## config.mk

```make
export PLATFORM = sky130hd
export DESIGN_NAME = imem_boot_loader
export DESIGN_NICKNAME = d
export VERILOG_FILES = /design/src/rtl/imem_boot_loader.sv
export SDC_FILE = /design/constraint.sdc
export NUM_CORES = 1
export LEC_CHECK = 0
export CORE_MARGIN = 2
export CORE_UTILIZATION = 55
export CTS_CLUSTER_DIAMETER = 40
export CTS_CLUSTER_SIZE = 28
export DETAILED_ROUTE_END_ITERATION = 7
export PLACE_DENSITY = 0.88
export SYNTH_ARGS = -nofsm -noshare
export SYNTH_HDL_FRONTEND = slang
export SYNTH_SLANG_ARGS = --single-unit
export TNS_END_PERCENT = 100
```

## constraint.sdc

```tcl
create_clock -name clock -period 6.5 [get_ports clock]
set_clock_uncertainty 0.05 [all_clocks]
set_input_delay 1.3 -clock clock [delete_from_list [all_inputs] [get_ports clock]]
set_output_delay 1.3 -clock clock [all_outputs]
set_load 0.01 [all_outputs]
```

## src/rtl/imem_boot_loader.sv

```systemverilog
// Boot-time instruction memory loader: receives a length/data/checksum byte frame,
// writes 32-bit words at sequential addresses and releases the core once verified.
module imem_boot_loader #(
  parameter int ADDR_WIDTH     = 12,
  parameter int TIMEOUT_CYCLES = 1_000_000
) (
  input  logic                  clock,
  input  logic                  reset,
  input  logic                  start,
  input  logic                  in_valid,
  input  logic [7:0]            in_data,
  output logic                  in_ready,
  output logic                  mem_we,
  output logic [ADDR_WIDTH-1:0] mem_waddr,
  output logic [31:0]           mem_wdata,
  output logic                  core_hold,
  output logic                  done,
  output logic                  error,
  output logic [1:0]            err_code,
  output logic [ADDR_WIDTH:0]   words_written
);

  typedef enum logic [2:0] {
    S_IDLE, S_LEN_LO, S_LEN_HI, S_DATA, S_CSUM, S_DONE, S_ERROR
  } state_t;

  typedef enum logic [1:0] {
    ERR_NONE = 2'd0, ERR_LEN = 2'd1, ERR_CSUM = 2'd2, ERR_TIMEOUT = 2'd3
  } err_t;

  localparam int                WW        = ADDR_WIDTH + 1;
  localparam int                IDLE_W    = $clog2(TIMEOUT_CYCLES + 1);
  localparam logic [IDLE_W-1:0] IDLE_LAST = IDLE_W'(TIMEOUT_CYCLES - 1);
  localparam logic [16:0]       MAX_WORDS = 17'(1 << ADDR_WIDTH);

  state_t            state, state_next;
  logic [7:0]        len_lo;
  logic [15:0]       len_words;
  logic [1:0]        byte_cnt;
  logic [23:0]       asm_bytes;
  logic [7:0]        csum;
  logic [IDLE_W-1:0] idle_cnt;

  logic        accept;
  logic        restart;
  logic [15:0] frame_len;
  logic        len_too_big;
  logic        word_done;
  logic        last_word;
  logic        timeout_hit;

  assign accept      = in_valid && in_ready;
  assign restart     = start && (state == S_IDLE || state == S_DONE || state == S_ERROR);
  assign frame_len   = {in_data, len_lo};
  assign len_too_big = {1'b0, frame_len} > MAX_WORDS;
  assign word_done   = accept && (state == S_DATA) && (byte_cnt == 2'd3);
  assign last_word   = (32'(words_written) + 32'd1) == 32'(len_words);
  assign timeout_hit = in_ready && !accept && (idle_cnt == IDLE_LAST);

  // NOTE: sequential state uses non-blocking assignments so every register
  // samples pre-edge values regardless of process ordering.
  always_ff @(posedge clock) begin
    if (reset) state <= S_IDLE;
    else       state <= state_next;
  end

  always_comb begin
    // NOTE: default assignment first keeps every path assigned, so no latch is inferred.
    state_next = state;
    unique case (state)
      S_IDLE:   if (start) state_next = S_LEN_LO;
      S_LEN_LO: if (accept) state_next = S_LEN_HI;
      S_LEN_HI: begin
        if (accept) begin
          if (frame_len == 16'd0) state_next = S_CSUM;
          else if (len_too_big)   state_next = S_ERROR;
          else                    state_next = S_DATA;
        end
      end
      S_DATA:   if (word_done && last_word) state_next = S_CSUM;
      S_CSUM: begin
        if (accept) state_next = (in_data == csum) ? S_DONE : S_ERROR;
      end
      S_DONE, S_ERROR: if (start) state_next = S_LEN_LO;
      default:  state_next = S_IDLE;
    endcase
    if (timeout_hit) state_next = S_ERROR;
  end

  always_comb begin
    in_ready  = (state == S_LEN_LO) || (state == S_LEN_HI) ||
                (state == S_DATA)   || (state == S_CSUM);
    done      = (state == S_DONE);
    error     = (state == S_ERROR);
    core_hold = (state != S_DONE);
  end

  // Datapath: length capture, word assembly, checksum, write port and idle timer.
  always_ff @(posedge clock) begin
    if (reset) begin
      len_lo        <= '0;
      len_words     <= '0;
      byte_cnt      <= '0;
      asm_bytes     <= '0;
      csum          <= '0;
      idle_cnt      <= '0;
      err_code      <= ERR_NONE;
      words_written <= '0;
      mem_we        <= 1'b0;
      mem_waddr     <= '0;
      mem_wdata     <= '0;
    end else begin
      mem_we   <= 1'b0;
      idle_cnt <= (!in_ready || accept) ? '0 : idle_cnt + IDLE_W'(1);

      if (restart) begin
        err_code      <= ERR_NONE;
        words_written <= '0;
        csum          <= '0;
        byte_cnt      <= '0;
      end

      if (accept) begin
        unique case (state)
          S_LEN_LO: len_lo <= in_data;
          S_LEN_HI: begin
            len_words <= frame_len;
            if (len_too_big) err_code <= ERR_LEN;
          end
          S_DATA: begin
            asm_bytes <= {in_data, asm_bytes[23:8]};
            csum      <= csum + in_data;
            byte_cnt  <= byte_cnt + 2'd1;
            if (byte_cnt == 2'd3) begin
              mem_we        <= 1'b1;
              mem_waddr     <= words_written[ADDR_WIDTH-1:0];
              mem_wdata     <= {in_data, asm_bytes};
              words_written <= words_written + WW'(1);
            end
          end
          S_CSUM: if (in_data != csum) err_code <= ERR_CSUM;
          default: ;
        endcase
      end

      if (timeout_hit) err_code <= ERR_TIMEOUT;
    end
  end

endmodule

```

Yosys cells after proc, flatten, opt, wreduce, memory -nomap -nowiden. Cells that the tools add are included.

Register bits: 141. ROM bits: 0. Word-level logic and storage cells: 97. Input bits: 12. Output and inout port bits: 64. Memories: 0. Bits in latches: 0. Bits in writable memories: 0.

Shifts and indexed selects: 0. Reductions and logical operators: 27. Multipliers: 0. Div/mod/pow operators: 0. $lt $le $gt $ge: 1. Bitwise gates (word level): 2. Muxes and demuxes: 27. Equal/unequal tests: 22. Add/sub/neg operators: 5.

Operator list (number): $mux W13 (4); $mux W3 (8); $mux W8 (3); $add A20 B1 Y20 const B (1); $eq A20 B20 Y1 const B (1); $mux W2 (9); $eq A14 B16 Y1 (1); $gt A16 B13 Y1 const B (1); $logic_not A16 Y1 (1); $ne A3 B3 Y1 const B (5); $pmux W3 S5 (1); $add A13 B1 Y14 const B (1); $add A13 B1 Y13 const B (1); $reduce_and A5 Y1 (2); $eq A3 B3 Y1 const B (3); $add A8 B8 Y8 (1); $eq A8 B8 Y1 (1); $ne A2 B2 Y1 const B (4); $ne A8 B8 Y1 (1); $logic_and A1 B1 Y1 (7); $eq A3 B2 Y1 const B (2); $logic_or A1 B1 Y1 (6); $reduce_and A2 Y1 (3); $reduce_or A3 Y1 (2); 12 further kinds (15).

Depth between registers and ports, before layout.
Word-level depth: 11. Gate-level depth with buffers: 10. Gate-level depth less buffers: 10.

Worst setup path after synthesis. Ideal clock, no wire load.

Kind: input -> register. From: in in_data[1]. To: reg csum[7]. Path buffers: 0. Data arrival time: 2.817 ns. Path slack: 3.501 ns. Required time: 6.318 ns. Setup time: 0.132 ns. Stages: 8. Cells stage by stage: ha_1 -> a21o_1 -> a21oi_1 -> o21ai_0 -> o41ai_1 -> xor2_1 -> mux2i_1 -> a21oi_1.

Cells in the longest elaborated chain, start to end: 3.

RTL lines: from (decl) (line 11) `input logic [7:0] in_data,`; $add A8 B8 Y8 (line 132) `csum <= csum + in_data;`; $mux W8 (line 124) `unique case (state)`; $mux W8 (line 123) `if (accept) begin`; to (signal assigned) (line 132); to (decl) (line 41) `logic [7:0] csum;`.

Every way passes these cells. A chain may end at the register's enable or synchronous reset.

Final worst setup path.
From: in in_data[6]. To: reg state[1].

Cells in the longest elaborated chain, start to end: 5. Elaborated cells on any way between the ends: 8. Those cells by class: 1 x eq/ne; 6 x mux; 1 x reduce/logical.

RTL lines: $eq A8 B8 Y1 or $logic_not A16 Y1 (tied branches) (line 82, 75); $mux W2 or $mux W3 (tied branches) (line 82, 75); $mux W3 (on tied branches) (line 82, 74); $pmux W3 S5 (*) (line 70) `unique case (state)`; $mux W3 (*) (line 87) `if (timeout_hit) state_next = S_ERROR;`; to (signal assigned) (line 64) `else state <= state_next;`; to (decl) (line 36) `state_t state, state_next;`.

Mark *: on every way between the ends. The rest lies on a longest branch, timed or not. The select of a mux whose other input is x is not followed.

==> results <==
- The critical path runs through a total of 8 cells.
- The number of standard cells after synthesis is 806.
- The class of the tightest hold or removal check is reg -> reg.
- Summed over all layers, the routed wires come to 14.8 mm.
- The area growth from synthesis to layout is 21.4%.
- The library cell used most frequently in the layout, excluding fill and tap cells, is sky130_fd_sc_hd__nand2_1.
- Counting every net in the synthesized netlist gives 829.
- The number of hold violations in the final report is 0.
- STA puts the critical path data arrival time at 3.72 ns.
- The clock sink count is 141.
- The effective utilization at floorplan is 56.9%.
- The detailed-router iteration count before antenna repair is 5.
- The antenna diode count is 0.
- In the global route stage, overall resource usage came out at 24.3%.
- Broken down by cell family, the worst path's largest delay share belongs to compound AO/OA/AOI/OAI gates.
- The final period demand of the worst path is 3.52 ns.
- The number of buffers on the longest clock path is 2.
- The latest clock arrival within the worst-skew pair is 0.42 ns.
- The global-route wire length before repair is 24.7 mm.
- In this run, distinct cell masters in the synthesized netlist total 54.
- The number of global-route vias before repair is 5,086.
- The worst relative slew slack is 27.6%.
- The worst setup path category is in -> reg.
- The area of the mapped netlist is 6250 sq um.
- Post-CTS repair changed the size of 0 cells.
- The count of buffers added by post-CTS timing repair for setup is 0.
- Leaving out fill and tap cells, the most frequent cells in the layout are 226 x sky130_fd_sc_hd__nand2_1, 141 x sky130_fd_sc_hd__dfxtp_1, 121 x sky130_fd_sc_hd__a21oi_1.
- The number of cells on the worst hold path is 2.
- The highest cell delay on the worst timing path is 0.63 ns.
- VDD sags by at most 0.208 mV.
- The placement-stage cell area is 7000 sq um.
- After global routing the overflow that remains totals 0.
- The initial antenna violation count is 0.
- The signal on the critical path passes through clkdlybuf4s50_1 -> ha_1 -> nor4_1 -> nand2_1 -> o41ai_1 -> o22ai_1 -> nor3_1 -> a221oi_2.
- The total of endpoints with negative setup slack in the final report is 0.
- The part of the Yosys area used for sequential elements is 45.2%.
- The register bit total from synthesis is 141.
- The TritonCTS clock tree is built.
- The number of cells on the worst reg-to-reg path is 6.
- The share of power burned in the clock network is 44.5%.
- The largest individual stage delay along the critical path comes from the cell sky130_fd_sc_hd__o41ai_1.
- The synthesized area divided by synthesized cell count is 7.75 sq um.
- The part of the cycle the worst path needs is 54.1%.
- Combinational logic burns 12.5% of the power.
- Dividing the detail-routed via count by the number of cells gives 5.63.
- The total negative slack for setup checks is 0 ns.
- The run finished with clean final reports.
- The post-detailed-route DRC marker count is 0.
- The category of the worst setup path capture point is a flip-flop.
- The floorplan step set the die height to 111 um.
- The core region is 11,000 sq um.
- After clock tree synthesis, the clock-pin slew on the worst setup and hold paths is 0.06 ns.
- The critical path startpoint category is a primary input.
- The sequential share of power is 43.0%.
- The detailed router's first-iteration violation count is 559.
- For this run, the post-layout net count is 874.
- The number of buffers and inverters on the critical path is 1.
- The highest net fanout along the worst path is 6.
- The detail-routed net length per standard cell is 14.7 um.
- The H-tree was split into 4 levels.
- The dominant synthesized flop cell is sky130_fd_sc_hd__dfxtp_1.
- Detailed routing placed a total of 956 um of wire on met3.
- Summed over all nets, wire length on met2 after detailed routing comes to 7.07 mm.
- At the end of routability-driven placement, the weighted congestion stood at 0.845.
- In the synthesized netlist the async set-or-reset flop fraction comes to 0%.
- The proportion of layout cells with a drive suffix above 1 is 5.67%.
- The number of buffers added to fix hold violations after cts is 0.
- The max-capacitance violation count is 0.
- The number of input and output port buffers inserted is 75.
- The number of clock buffers added by TritonCTS is 17.
- The number of synthesized flops with an enable pin is 0.
- The Yosys step of the flow raised 0 warnings.
- The slew at the pin closest to its max-slew limit is 1.08 ns.
- The ratio of total power to cell area is 286 nW/um^2.
- Setup repair after global routing left no endpoint under its margin.
- The top metal layer carrying routed signals is met4.
- Internal power comes to 1.59 mW.
- At the worst endpoint, the required time is 6.70 ns.
- The area of all placed cells without fillers is 7590 sq um.
- The detailed-placement wirelength estimate is 9.35 mm.
- The net load switching power is 0.585 mW.
- The switching share of power is 27.0%.
- The number of nets with antenna violations after detailed routing is 0.
- The detailed router put a total of 6.44 mm of wire on met1.
- The largest net degree at the start of global routing is 109.
- The final number of max-transition violations is 0.
- The number of core rows is 38.
- The die area is 12,200 sq um.
- The number of vias after detailed routing is 5,655.
- The achievable clock frequency is 284 MHz.
- The leakage power total is 2.64 nW.
- The clock root buffer master is sky130_fd_sc_hd__clkbuf_16.
- The die span in x is 111 um.
- The number of I/O pins is 76.
## power groups by stage
stage	sequential [mW]	combinational [mW]	clock, mW
4_1_cts	0.931	0.270	0.970
3_3_place_gp	0.949	0.264	0
3_5_place_dp	0.950	0.266	0
5_1_grt	0.938	0.302	1.01
2_1_floorplan	0.929	0.218	0
6_report	0.933	0.272	0.966
## Yosys cell counts, drive strengths merged, types with 7 or more instances
library cell	instances	area share (%)
dfxtp	141	45
a21oi	121	9.7
nor4	9	0.90
xor2	26	3.6
inv	10	0.60
nor3	13	1.0
xnor2	18	2.5
ha	10	2.0
nand3	25	2.1
nor2	52	3.1
nand4	7	0.70
buf	9	0.84
nand2b	11	1.1
o21ai	12	0.96
nand2	226	14
clkbuf	46	2.8
and3	11	1.1
## worst paths after layout
check | start | to | slack (ns)
max | in_data[6] | state[1] | 2.98
min | asm_bytes[1] | mem_wdata[1] | 0.40
max reg2reg | state[2] | words_written[0] | 3.99
min reg2reg | asm_bytes[1] | mem_wdata[1] | 0.40
## sequential cells by signal (all words and copies together) (netlist names)
register       flops
words_written     13
state              3
mem_wdata         32
idle_cnt          20
len_lo             8
mem_waddr         12
len_words         16
byte_cnt           2
mem_we             1
asm_bytes         24
csum               8
err_code           2
## cell families (layout without fill, tap and decap cells)
group	after synthesis	count (layout)	share of synthesized area, %
simple gates	380	380	26.7
fa+ha+maj	11	11	2.32
mux	4	4	0.661
buf+inv	65	123	4.22
compound gates	161	161	14.8
flops	141	141	45.2
xor+xnor	44	44	6.17
## worst reg2reg max path, stage by stage, from the launching register on
cell	delay [ns]
sky130_fd_sc_hd__dfxtp_1	0.59
sky130_fd_sc_hd__and2b_1	0.31
sky130_fd_sc_hd__nand3_2	0.09
sky130_fd_sc_hd__buf_4	0.50
sky130_fd_sc_hd__nand2_1	0.44
sky130_fd_sc_hd__mux2_2	0.39
sky130_fd_sc_hd__nor2_1	0.07
## per-stage QoR
step	setup slack, ns	hold WS, ns	total power [mW]	std cells	utilization, %
finish	2.98	0.400	2.17	1004	69.1
CTS	2.99	0.402	2.17	1004	69.1
detailed placement	2.56	0.394	1.22	972	63.7
global placement	2.65	0.388	1.21	972	63.7
global route	2.84	0.423	2.25	1004	69.1
floorplan	3.50	0.376	1.15	806	-
## layout make-up
cell class | instances | area (sq um)
well taps | 140 | 175
flip-flops and latches | 141 | 2820
inverters | 10 | 37.5
repair buffers | 81 | 793
clock buffers | 20 | 457
fillers | 862 | 3390
clock inverters | 12 | 135
multi-input cells | 600 | 3170
## layer usage
layer	up-vias	track usage, %
met4	0	8.42
met3	31	5.76
met1	2609	32.5
met5	-	0
li1	2797	-
met2	218	38.7
No activity file was read; power rests on OpenSTA's default activity.
